$ cat src/rtl/sram_arbiter.sv
// rtl/sram_arbiter.sv - two-port round-robin arbiter sequencing fixed-timing accesses to an external 16-bit SRAM
module sram_arbiter #(
    parameter int WAIT_CYCLES = 2,
    parameter int ADDR_W      = 20
) (
    input  logic              Clk,
    input  logic              RESET,
    input  logic              a_req,
    input  logic              a_we,
    input  logic [ADDR_W-1:0] a_addr,
    input  logic [15:0]       a_wdata,
    output logic [15:0]       a_rdata,
    output logic              a_done,
    input  logic              b_req,
    input  logic              b_we,
    input  logic [ADDR_W-1:0] b_addr,
    input  logic [15:0]       b_wdata,
    output logic [15:0]       b_rdata,
    output logic              b_done,
    output logic [ADDR_W-1:0] ADDR,
    output logic [15:0]       Data_write,
    input  logic [15:0]       Data_read,
    output logic              tristate_oe,
    output logic              CE,
    output logic              UB,
    output logic              LB,
    output logic              OE,
    output logic              WE,
    output logic              owner
);

    typedef enum logic [1:0] {IDLE, SETUP, ACCESS, DONE} state_t;

    state_t            state;
    logic [3:0]        cnt;
    logic              we_l;
    logic              last_owner;

    logic              grant_any;
    logic              grant_b;
    logic              sel_we;
    logic [ADDR_W-1:0] sel_addr;
    logic [15:0]       sel_wdata;

    // On a tie the port that did not win last time gets the SRAM.
    assign grant_any = a_req | b_req;
    assign grant_b   = b_req & (~a_req | ~last_owner);
    assign sel_we    = grant_b ? b_we    : a_we;
    assign sel_addr  = grant_b ? b_addr  : a_addr;
    assign sel_wdata = grant_b ? b_wdata : a_wdata;

    always_ff @(posedge Clk or negedge RESET) begin
        if (!RESET) begin
            state       <= IDLE;
            cnt         <= 4'd0;
            we_l        <= 1'b0;
            last_owner  <= 1'b1;
            owner       <= 1'b0;
            a_rdata     <= 16'h0000;
            b_rdata     <= 16'h0000;
            a_done      <= 1'b0;
            b_done      <= 1'b0;
            ADDR        <= '0;
            Data_write  <= 16'h0000;
            tristate_oe <= 1'b0;
            CE          <= 1'b1;
            UB          <= 1'b1;
            LB          <= 1'b1;
            OE          <= 1'b1;
            WE          <= 1'b1;
        end else begin
            case (state)
                IDLE: begin
                    if (grant_any) begin
                        // ADDR and Data_write double as the latched request fields.
                        owner       <= grant_b;
                        we_l        <= sel_we;
                        ADDR        <= sel_addr;
                        CE          <= 1'b0;
                        UB          <= 1'b0;
                        LB          <= 1'b0;
                        OE          <= sel_we;
                        tristate_oe <= sel_we;
                        if (sel_we) begin
                            Data_write <= sel_wdata;
                        end
                        state       <= SETUP;
                    end
                end
                SETUP: begin
                    cnt   <= 4'(WAIT_CYCLES - 1);
                    WE    <= ~we_l;
                    state <= ACCESS;
                end
                ACCESS: begin
                    if (cnt == 4'd0) begin
                        CE <= 1'b1;
                        UB <= 1'b1;
                        LB <= 1'b1;
                        OE <= 1'b1;
                        WE <= 1'b1;
                        if (!we_l) begin
                            if (owner) begin
                                b_rdata <= Data_read;
                            end else begin
                                a_rdata <= Data_read;
                            end
                        end
                        a_done     <= ~owner;
                        b_done     <= owner;
                        last_owner <= owner;
                        state      <= DONE;
                    end else begin
                        cnt <= cnt - 4'd1;
                    end
                end
                DONE: begin
                    // Bus drive was held one extra cycle past WE rising for data hold.
                    a_done      <= 1'b0;
                    b_done      <= 1'b0;
                    tristate_oe <= 1'b0;
                    state       <= IDLE;
                end
                default: state <= IDLE;
            endcase
        end
    end

endmodule

$ cat config.mk
export PLATFORM = sky130hd
export DESIGN_NAME = sram_arbiter
export DESIGN_NICKNAME = d
export VERILOG_FILES = /design/src/rtl/sram_arbiter.sv
export SDC_FILE = /design/constraint.sdc
export NUM_CORES = 1
export LEC_CHECK = 0
export CAP_MARGIN = 15
export CORE_MARGIN = 3
export CORE_UTILIZATION = 42
export DETAILED_ROUTE_END_ITERATION = 8
export PLACE_DENSITY = 0.81
export SKIP_CTS_REPAIR_TIMING = 1
export SLEW_MARGIN = 10
export SYNTH_ARGS = -nofsm -noshare
export SYNTH_HDL_FRONTEND = slang
export SYNTH_SLANG_ARGS = --single-unit
$ cat constraint.sdc
create_clock -name Clk -period 2.24 [get_ports Clk]
set_input_delay 0.224 -clock Clk [delete_from_list [all_inputs] [get_ports Clk]]
set_output_delay 0.224 -clock Clk [all_outputs]
set_load 0.02 [all_outputs]
==> results.toml, run 1 <==
[timing]
drv_slew = 0
finalSetupTns_ns = 0
setup_viol = 0
fin_skew_ns = 0.01137
fin_crit_ns = 1.893
rsz0062_at_grt = "false"
finalHoldViolations = 0
relSlewSlack_pct = 65.62
fmax_mhz = 528.3
timing_worst_slew_pin_value_ns = 0.5157
fin_hold_ws_ns = 0.3860
period_share_pct = 84.50

[detailed_routing]
first_pass_iters = 4
routed_wl_mm = 9.368
route.detailed.drc = 0
wl_per_cell_um = 15.82
drt_iter0_markers = 88
postRouteAntennaNets = 0
vias = 3008
via_per_inst = 5.081

[synthesis]
yosys_warnings = 0
yosysSeqAreaShare_pct = 55.75
ys_ff_latch = 83
yosysUniqueCellTypes = 42
synthFlopType = "dfrtp_1"
netlist_area_mm2 = 0.003735
async_flop_share_pct = 100.0
syn_area_per_cell_um2 = 12.01
syn-num-nets = 411
synth_edf_count = 0
synthCells = 311

[final_layout]
final_common_cell = "clkdlybuf4s50_1"
mostFrequentLayoutCells = "clkdlybuf4s50_1 (169), dfrtp_1 (79), mux2i_1 (36)"
antenna-diode-count = 0
synthToLayoutAreaGrowth_pct = 54.51
layout.nets = 582
drive_above_1_share_pct = 14.17

[clock_tree]
clock-sinks = 83
clk_pin_slew_worst_paths_ns = 0.09
cts_root_buf = "clkbuf_8"
htree_levels = 3
numCtsBuffers = 9
clk_latency_ns = 0.35
clockBufferDepth = 2
cts_tree = "built"

[floorplanning]
rows = 33
io_pins = 171
core_area_mm2 = 0.008423
start_util_pct = 44.34
die_area_mm2 = 0.01006
dieHeight_um = 100.3
die_x_um = 100.3

[grt]
grtUsageTotal_pct = 18.80
grt_pass1_vias = 3051
grt_pass1_wl_mm = 14.96
grt_max_degree = 46
grt_antenna_before_repair = 0
grt_overflow = 0

[critical_path]
critical-path-max-stage-delay_ns = 0.43
rrSetupSlack_ns = 0.35
r2r_end = "a_rdata[6]"
startpoint = "state[0]"
crit_type = "reg2reg"
worst_r2r_path_depth = 6
cp_max_fo = 16
start_kind = "register"
cp_cell_sequence = "inv_1 -> ha_1 -> nand4bb_1 -> nor3_4 -> buf_4 -> mux2_2"
critPathArrivalTime_ns = 2.13
regToRegStartpoint = "state[0]"
crit_slowest_cell = "dfrtp_1"
endpoint_kind = "register"
cp_data_required_time_ns = 2.48

[job]
maxCapViolCount = 0

[placement]
globalplace.congestion = 0.7943
portBuffers = 170
dpl.hpwl_mm = 7.293

[power_and_ir_drop]
peakVddDrop_uv = 539.7
p_leak_uw = 0.002472
powerDensity_mw_per_mm2 = 1366

[outcome]
outcome = "completed"

[hold_path]
min_path_type = "in2async"
-- kinds of logic (layout without fill, tap and decap cells) --
family	Yosys count	after routing	synth area share, %
adders and majority gates	6	6	2.010
and+or+nand+nor	50	50	6.567
muxes	68	68	19.30
DFF	83	83	55.75
xor gates and xnor gates	1	1	0.2345
AOI/OAI and AO/OA	74	74	11.69
buffers and inverters	29	205	4.455
-- worst max-delay path, delay by kind of cell (launching register included) --
| family | cells | cell delay [ns] |
|---|---|---|
| adder cells (fa/ha/maj) | 1 | 0.18 |
| buffers and inverters | 2 | 0.38 |
| flip-flops | 1 | 0.43 |
| multiplexers | 1 | 0.37 |
| AND/OR/NAND/NOR | 2 | 0.43 |
-- per-stage QoR --
stage / total power, µW / util, % / cell area (µm²) / instances / worst slack [ns]
final: 7881 / 68.51 / 5771 / 592 / 0.3472
after global routing: 8395 / 68.51 / 5771 / 592 / 0.2069
after CTS: 7970 / 68.39 / 5761 / 591 / 0.3340
after detailed placement: 6846 / 65.97 / 5557 / 575 / 0.3408
after global placement: 6719 / 65.97 / 5557 / 575 / 0.4407
after floorplan: 4879 / - / 3735 / 311 / 0.3388
-- power breakdown --
| group | leakage, µW | internal (µW) | total, µW | switching [µW] |
|---|---|---|---|---|
| clock | 0.0000973 | 531 | 1100 | 570 |
| sequential | 0.000992 | 2250 | 2730 | 473 |
| combinational | 0.00138 | 2020 | 4060 | 2040 |
-- final cells by class --
cell class | instances | area (µm²)
clock buffer | 9 | 123.9
multi-input combinational | 199 | 1498
timing repair buffer | 182 | 1829
sequential | 83 | 2082
clock inverter | 7 | 80.08
tap | 105 | 131.4
fill | 656 | 2653
inverter | 7 | 26.28
-- sequential cells by signal (all words and copies together), names as in the netlist, 2 cells and up --
register / count
b_rdata: 16
a_rdata: 16
cnt: 4
ADDR: 20
state: 2
Data_write: 16
-- synthesized netlist by cell type, drive strengths merged, types with 2 or more instances --
cell type | count | area share, %
dfstp | 4 | 2.8
nand2 | 36 | 3.8
mux2i | 36 | 9.6
nand2b | 2 | 0.33
nand3 | 2 | 0.27
buf | 12 | 2.7
nor3 | 2 | 0.57
nor2 | 3 | 0.50
o21ai | 26 | 3.5
a21oi | 20 | 2.8
clkbuf | 10 | 1.0
a22oi | 2 | 0.40
mux2 | 32 | 9.6
a31oi | 17 | 2.8
ha | 6 | 2.0
inv | 7 | 0.70
dfrtp | 79 | 53
-- routing by layer --
metal	up-vias	wire length, µm	GRT usage [%]
met1	1409	3805	23.65
met4	0	121	5.389
li1	1453	-	-
met2	134	4586	31.60
met3	12	854	5.420
met5	-	0	0
-- worst max-delay path by stage --
| stage | to | slack, ns |
|---|---|---|
| 2_1_floorplan | a_rdata[10] | 0.34 |
| 3_3_place_gp | a_rdata[2] | 0.44 |
| 3_5_place_dp | a_rdata[6] | 0.34 |
| 4_1_cts | a_rdata[7] | 0.33 |
| 5_1_grt | a_rdata[11] | 0.21 |
| 6_report | a_rdata[6] | 0.35 |
Note: power is estimated with default switching activity, not from simulation.
==> run 2: changes to the inputs <==
==> constraint.sdc (replaced) <==
create_clock -name Clk -period 1.9 [get_ports Clk]
set_input_delay 0.19 -clock Clk [delete_from_list [all_inputs] [get_ports Clk]]
set_output_delay 0.19 -clock Clk [all_outputs]
set_load 0.02 [all_outputs]
==> run 2 against run 1 <==
Net effect:
- die area did not move
- hold slack improved by 0.0050 ns
- first-iteration DRC count fell by 23%
- critical path type unchanged
- largest cell class unchanged
==> results.toml, run 2 (synthesis gave the netlist of run 1 again) <==
[outcome]
outcome = "completed"

[clock_tree]
clock-sinks = 83
numCtsBuffers = 9
htree_levels = 3
cts_tree = "built"
clockBufferDepth = 2
cts_root_buf = "clkbuf_8"
clk_pin_slew_worst_paths_ns = 0.09
clk_latency_ns = 0.33

[detailed_routing]
drt_iter0_markers = 68
via_per_inst = 5.037
route.detailed.drc = 0
dr_wl_met2_mm = 4.664
first_pass_iters = 4
routed_wl_mm = 9.645
wl_per_cell_um = 16.35
postRouteAntennaNets = 0
wl_met1_mm = 3.775
top_layer_used = "met4"
dr_wl_met3_mm = 1.093
vias = 2972

[final_layout]
final_common_cell = "clkdlybuf4s50_1"
seq_area_mm2 = 0.002082
largest_reg_flops = 20
layout.nets = 580
regMostFlops = "ADDR"
multi_input_area_mm2 = 0.001515
final_cells = 590
fin_area_mm2 = 0.005831
nFillCells = 654
antenna-diode-count = 0
drive_above_1_share_pct = 14.43
mostFrequentLayoutCells = "clkdlybuf4s50_1 (169), dfrtp_1 (79), mux2i_1 (36)"
synthToLayoutAreaGrowth_pct = 56.11

[critical_path]
cp_top_family = "flip-flops"
crit_slowest_cell = "dfrtp_1"
critical-path-max-stage-delay_ns = 0.43
cp_cell_sequence = "inv_2 -> ha_4 -> nand4bb_2 -> nor3_4 -> buf_12 -> mux2_2"
cp_max_fo = 16
start_kind = "register"
endpoint_kind = "register"
cp_data_required_time_ns = 2.12
crit_buf_inv = 2
crit_type = "reg2reg"
critPathArrivalTime_ns = 2.01

[placement]
dpl.hpwl_mm = 7.436
post_dp_cell_area_mm2 = 0.005579
post-place-ws_ns = -0.002773
portBuffers = 170
placedCellCount = 573
globalplace.congestion = 0.8050

[floorplanning]
die_area_mm2 = 0.01006
start_util_pct = 44.34
die_x_um = 100.3
io_pins = 171
rows = 33
core_area_mm2 = 0.008423
dieHeight_um = 100.3

[timing]
drv_slew = 0
relSlewSlack_pct = 61.36
period_share_pct = 94.32
timing_worst_slew_pin_value_ns = 0.5795
setup_viol = 0
fin_crit_ns = 1.792
fmax_mhz = 558.0
fin_skew_ns = 0.01003
finalHoldViolations = 0
rsz0062_at_grt = "false"
setup_ws_ns = 0.1079

[job]
maxCapViolCount = 0

[hold_path]
min_path_type = "in2async"

[grt]
grtUsageTotal_pct = 19.45
grt_antenna_before_repair = 0
grt_pass1_wl_mm = 15.40
grt_max_degree = 45
grt_overflow = 0
grt_pass1_vias = 3164

[power_and_ir_drop]
powerDensity_mw_per_mm2 = 1629
peakVddDrop_uv = 703.5
p_leak_uw = 0.002489
finalPower_uw = 9496
==> run 2: final timing paths <==
path,startpoint,end,slack (ns),depth (start not counted)
setup reg to reg,state[0],a_rdata[1],0.11,6
hold reg to reg,cnt[0],cnt[0],0.48,1
hold / removal,RESET,b_rdata[14],0.39,2
setup / recovery,state[0],a_rdata[1],0.11,6
min in group Clk,a_addr[17],ADDR[17],0.47,3
max in group asynchronous,RESET,last_owner,0.85,3
==> run 2: stage by stage <==
| step | hold slack (ns) | TNS [ns] | util (%) |
|---|---|---|---|
| after floorplan | -0.1056 | -0.002796 | - |
| after global routing | 0.4296 | 0 | 69.22 |
| after detailed placement | 0.2251 | -0.005507 | 66.24 |
| after global placement | 0.2206 | 0 | 66.24 |
| final | 0.3910 | 0 | 69.22 |
| after CTS | -0.1526 | -0.5352 | 69.04 |
==> run 2: final cells by class <==
cell class              count  share of cell area [%]
flip-flops and latches     83                   35.71
clock inverters             5                   1.459
multi-input cells         199                   25.99
inverters                   7                  0.4506
repair buffers            180                   31.55
clock buffers              11                   2.597
well taps                 105                   2.253
==> run 2: per-layer routing <==
layer  global-route usage (%)  up-vias
met5                        0        -
met4                    7.254        0
met3                    7.227       11
met2                    32.67      138
met1                    22.70     1372
li1                         -     1451
==> run 2: power breakdown <==
group	total [µW]	switching (µW)	internal [µW]
clock	1430	617	817
combinational	4850	2430	2420
sequential	3210	559	2660
==> run 3: changes to the inputs <==
--- a/config.mk
+++ b/config.mk
@@ -6,10 +6,12 @@
 export NUM_CORES = 1
 export LEC_CHECK = 0
 export CAP_MARGIN = 15
+export CELL_PAD_IN_SITES_DETAIL_PLACEMENT = 0
+export CELL_PAD_IN_SITES_GLOBAL_PLACEMENT = 2
 export CORE_MARGIN = 3
-export CORE_UTILIZATION = 42
+export CORE_UTILIZATION = 23
 export DETAILED_ROUTE_END_ITERATION = 8
-export PLACE_DENSITY = 0.81
+export PLACE_DENSITY_LB_ADDON = 0.1
 export SKIP_CTS_REPAIR_TIMING = 1
 export SLEW_MARGIN = 10
 export SYNTH_ARGS = -nofsm -noshare
==> constraint.sdc (replaced) <==
create_clock -name Clk -period 1.5 [get_ports Clk]
set_input_delay 0.15 -clock Clk [delete_from_list [all_inputs] [get_ports Clk]]
set_output_delay 0.15 -clock Clk [all_outputs]
set_load 0.02 [all_outputs]
==> run 3 against run 2 <==
Net effect:
- the flow now finishes with violations (setup timing)
- global-route usage down 6.9 points
- power increased by 49%
- largest power group unchanged
- cell count is 24% higher
- die area is 77% higher
- first-iteration DRC count is 140% higher
- combinational power rose by 63%
- design area increased by 19%
- largest cell class is now non-clock buffers
==> results.toml, run 3 (synthesis gave the netlist of run 1 again) <==
[clock_tree]
cts_tree = "built"
htree_levels = 3
cts_root_buf = "clkbuf_16"
numCtsBuffers = 9
clk_latency_ns = 0.35
clockBufferDepth = 2
clk_pin_slew_worst_paths_ns = 0.07
clock-sinks = 83

[critical_path]
cp_cell_sequence = "inv_2 -> ha_4 -> nand4bb_4 -> buf_6 -> nor2_4 -> nand2_4 -> mux2_2"
cp_max_fo = 8
cp_top_family = "simple AND/OR/NAND/NOR gates"
cp_data_required_time_ns = 1.73
crit_buf_inv = 2
critical-path-max-stage-delay_ns = 0.39
start_kind = "register"
crit_slowest_cell = "dfrtp_1"
endpoint_kind = "register"
critPathArrivalTime_ns = 1.90
crit_type = "reg2reg"

[grt]
grt_antenna_before_repair = 0
grt_pass1_wl_mm = 17.58
grt_max_degree = 84
grtUsageTotal_pct = 12.54
grt_pass1_vias = 3230
grt_overflow = 0

[final_layout]
layout.nets = 618
final_common_cell = "clkdlybuf4s50_1"
final_cells = 734
largest_reg_flops = 20
drive_above_1_share_pct = 27.72
seq_area_mm2 = 0.002082
mostFrequentLayoutCells = "clkdlybuf4s50_1 (100), dfrtp_1 (79), dlymetal6s2s_1 (69)"
final_util_pct = 44.64
regMostFlops = "ADDR"
fin_area_mm2 = 0.006937
multi_input_area_mm2 = 0.001810
antenna-diode-count = 0
nFillCells = 1490
synthToLayoutAreaGrowth_pct = 85.73

[timing]
rsz0062_at_grt = "true"
fin_skew_ns = 0.009538
fin_crit_ns = 1.666
setup_ws_ns = -0.1659
finalSetupTns_ns = -5.180
timing_worst_slew_pin_value_ns = 0.4926
fin_hold_ws_ns = 0.3609
setup_viol = 58
period_share_pct = 111.1
fmax_mhz = 600.3
relSlewSlack_pct = 67.16
finalHoldViolations = 0
drv_slew = 0

[detailed_routing]
wl_per_cell_um = 16.74
drt_iter0_markers = 160
first_pass_iters = 4
route.detailed.drc = 0
routed_wl_mm = 12.28
via_per_inst = 4.347
vias = 3191
postRouteAntennaNets = 0

[hold_path]
min_path_type = "in2async"

[floorplanning]
die_area_mm2 = 0.01780
dieHeight_um = 133.4
rows = 45
io_pins = 171
die_x_um = 133.4
start_util_pct = 24.03
core_area_mm2 = 0.01554

[placement]
globalplace.congestion = 0.7012
placedCellCount = 698
dpl.hpwl_mm = 7.789
post_dp_cell_area_mm2 = 0.005901
portBuffers = 170

[outcome]
outcome = "finished, violations left"
violations = "setup timing"

[power_and_ir_drop]
peakVddDrop_uv = 619.1
p_leak_uw = 0.003569
powerDensity_mw_per_mm2 = 2043

[job]
maxCapViolCount = 0
-- run 3: cell types whose count changed in the layout (fill, tap and decap cells not counted), sizes merged, moves of 2 or more --
cell,change
buf,+30
bufinv,-2
clkbuf,+4
clkdlybuf4s50,-69
clkinv,-2
dlymetal6s2s,+69
inv,+6
-- run 3: per-layer routing --
layer | vias to the layer above | global-route usage, % | share of wire, % | wire [µm]
met5 | - | 0 | 0 | 0
met4 | 0 | 3.086 | 1.9 | 233
li1 | 1535 | - | - | -
met2 | 111 | 19.19 | 46 | 5711
met3 | 15 | 6.156 | 7.2 | 884
met1 | 1530 | 15.94 | 44 | 5455
-- run 3: power breakdown --
group	leakage (µW)	total, µW	internal, µW	switching [µW]
Sequential	0.000992	4030	3370	664
Clock	0.000141	2220	1170	1050
Combinational	0.00244	7920	4150	3770
-- run 3: layout make-up --
class / count / share of cell area (%)
inverters: 7 / 0.4149
repair buffers: 216 / 35.48
well taps: 211 / 3.806
clock inverters: 7 / 0.9380
clock buffers: 9 / 3.247
flip-flops and latches: 83 / 30.01
multi-input cells: 201 / 26.10
-- run 3: stage by stage --
| stage | total power [µW] | worst slack, ns |
|---|---|---|
| global placement | 10700 | -0.2441 |
| finish | 14170 | -0.1659 |
| CTS | 13080 | -0.3097 |
| detailed placement | 10760 | -0.2942 |
| global route | 15130 | -0.2364 |
| floorplan | 7414 | -0.3994 |
-- run 3: worst register-to-register path, delay by kind of cell (launching register included) --
| kind | cells | cell delay, ns |
|---|---|---|
| mux | 1 | 0.29 |
| simple gates | 3 | 0.47 |
| flops | 1 | 0.39 |
| buf+inv | 2 | 0.24 |
| fa+ha+maj | 1 | 0.16 |
-- run 3: worst paths after layout --
check / start / to / slack [ns] / cells past startpoint
max in group asynchronous: RESET / OE / 0.73 / 3
setup reg to reg: cnt[1] / b_rdata[10] / -0.17 / 7
min in group Clk: a_addr[10] / ADDR[10] / 0.43 / 3
hold reg to reg: ADDR[12] / ADDR[12] / 0.48 / 2
setup / recovery: cnt[1] / b_rdata[10] / -0.17 / 7
hold / removal: RESET / cnt[2] / 0.36 / 3
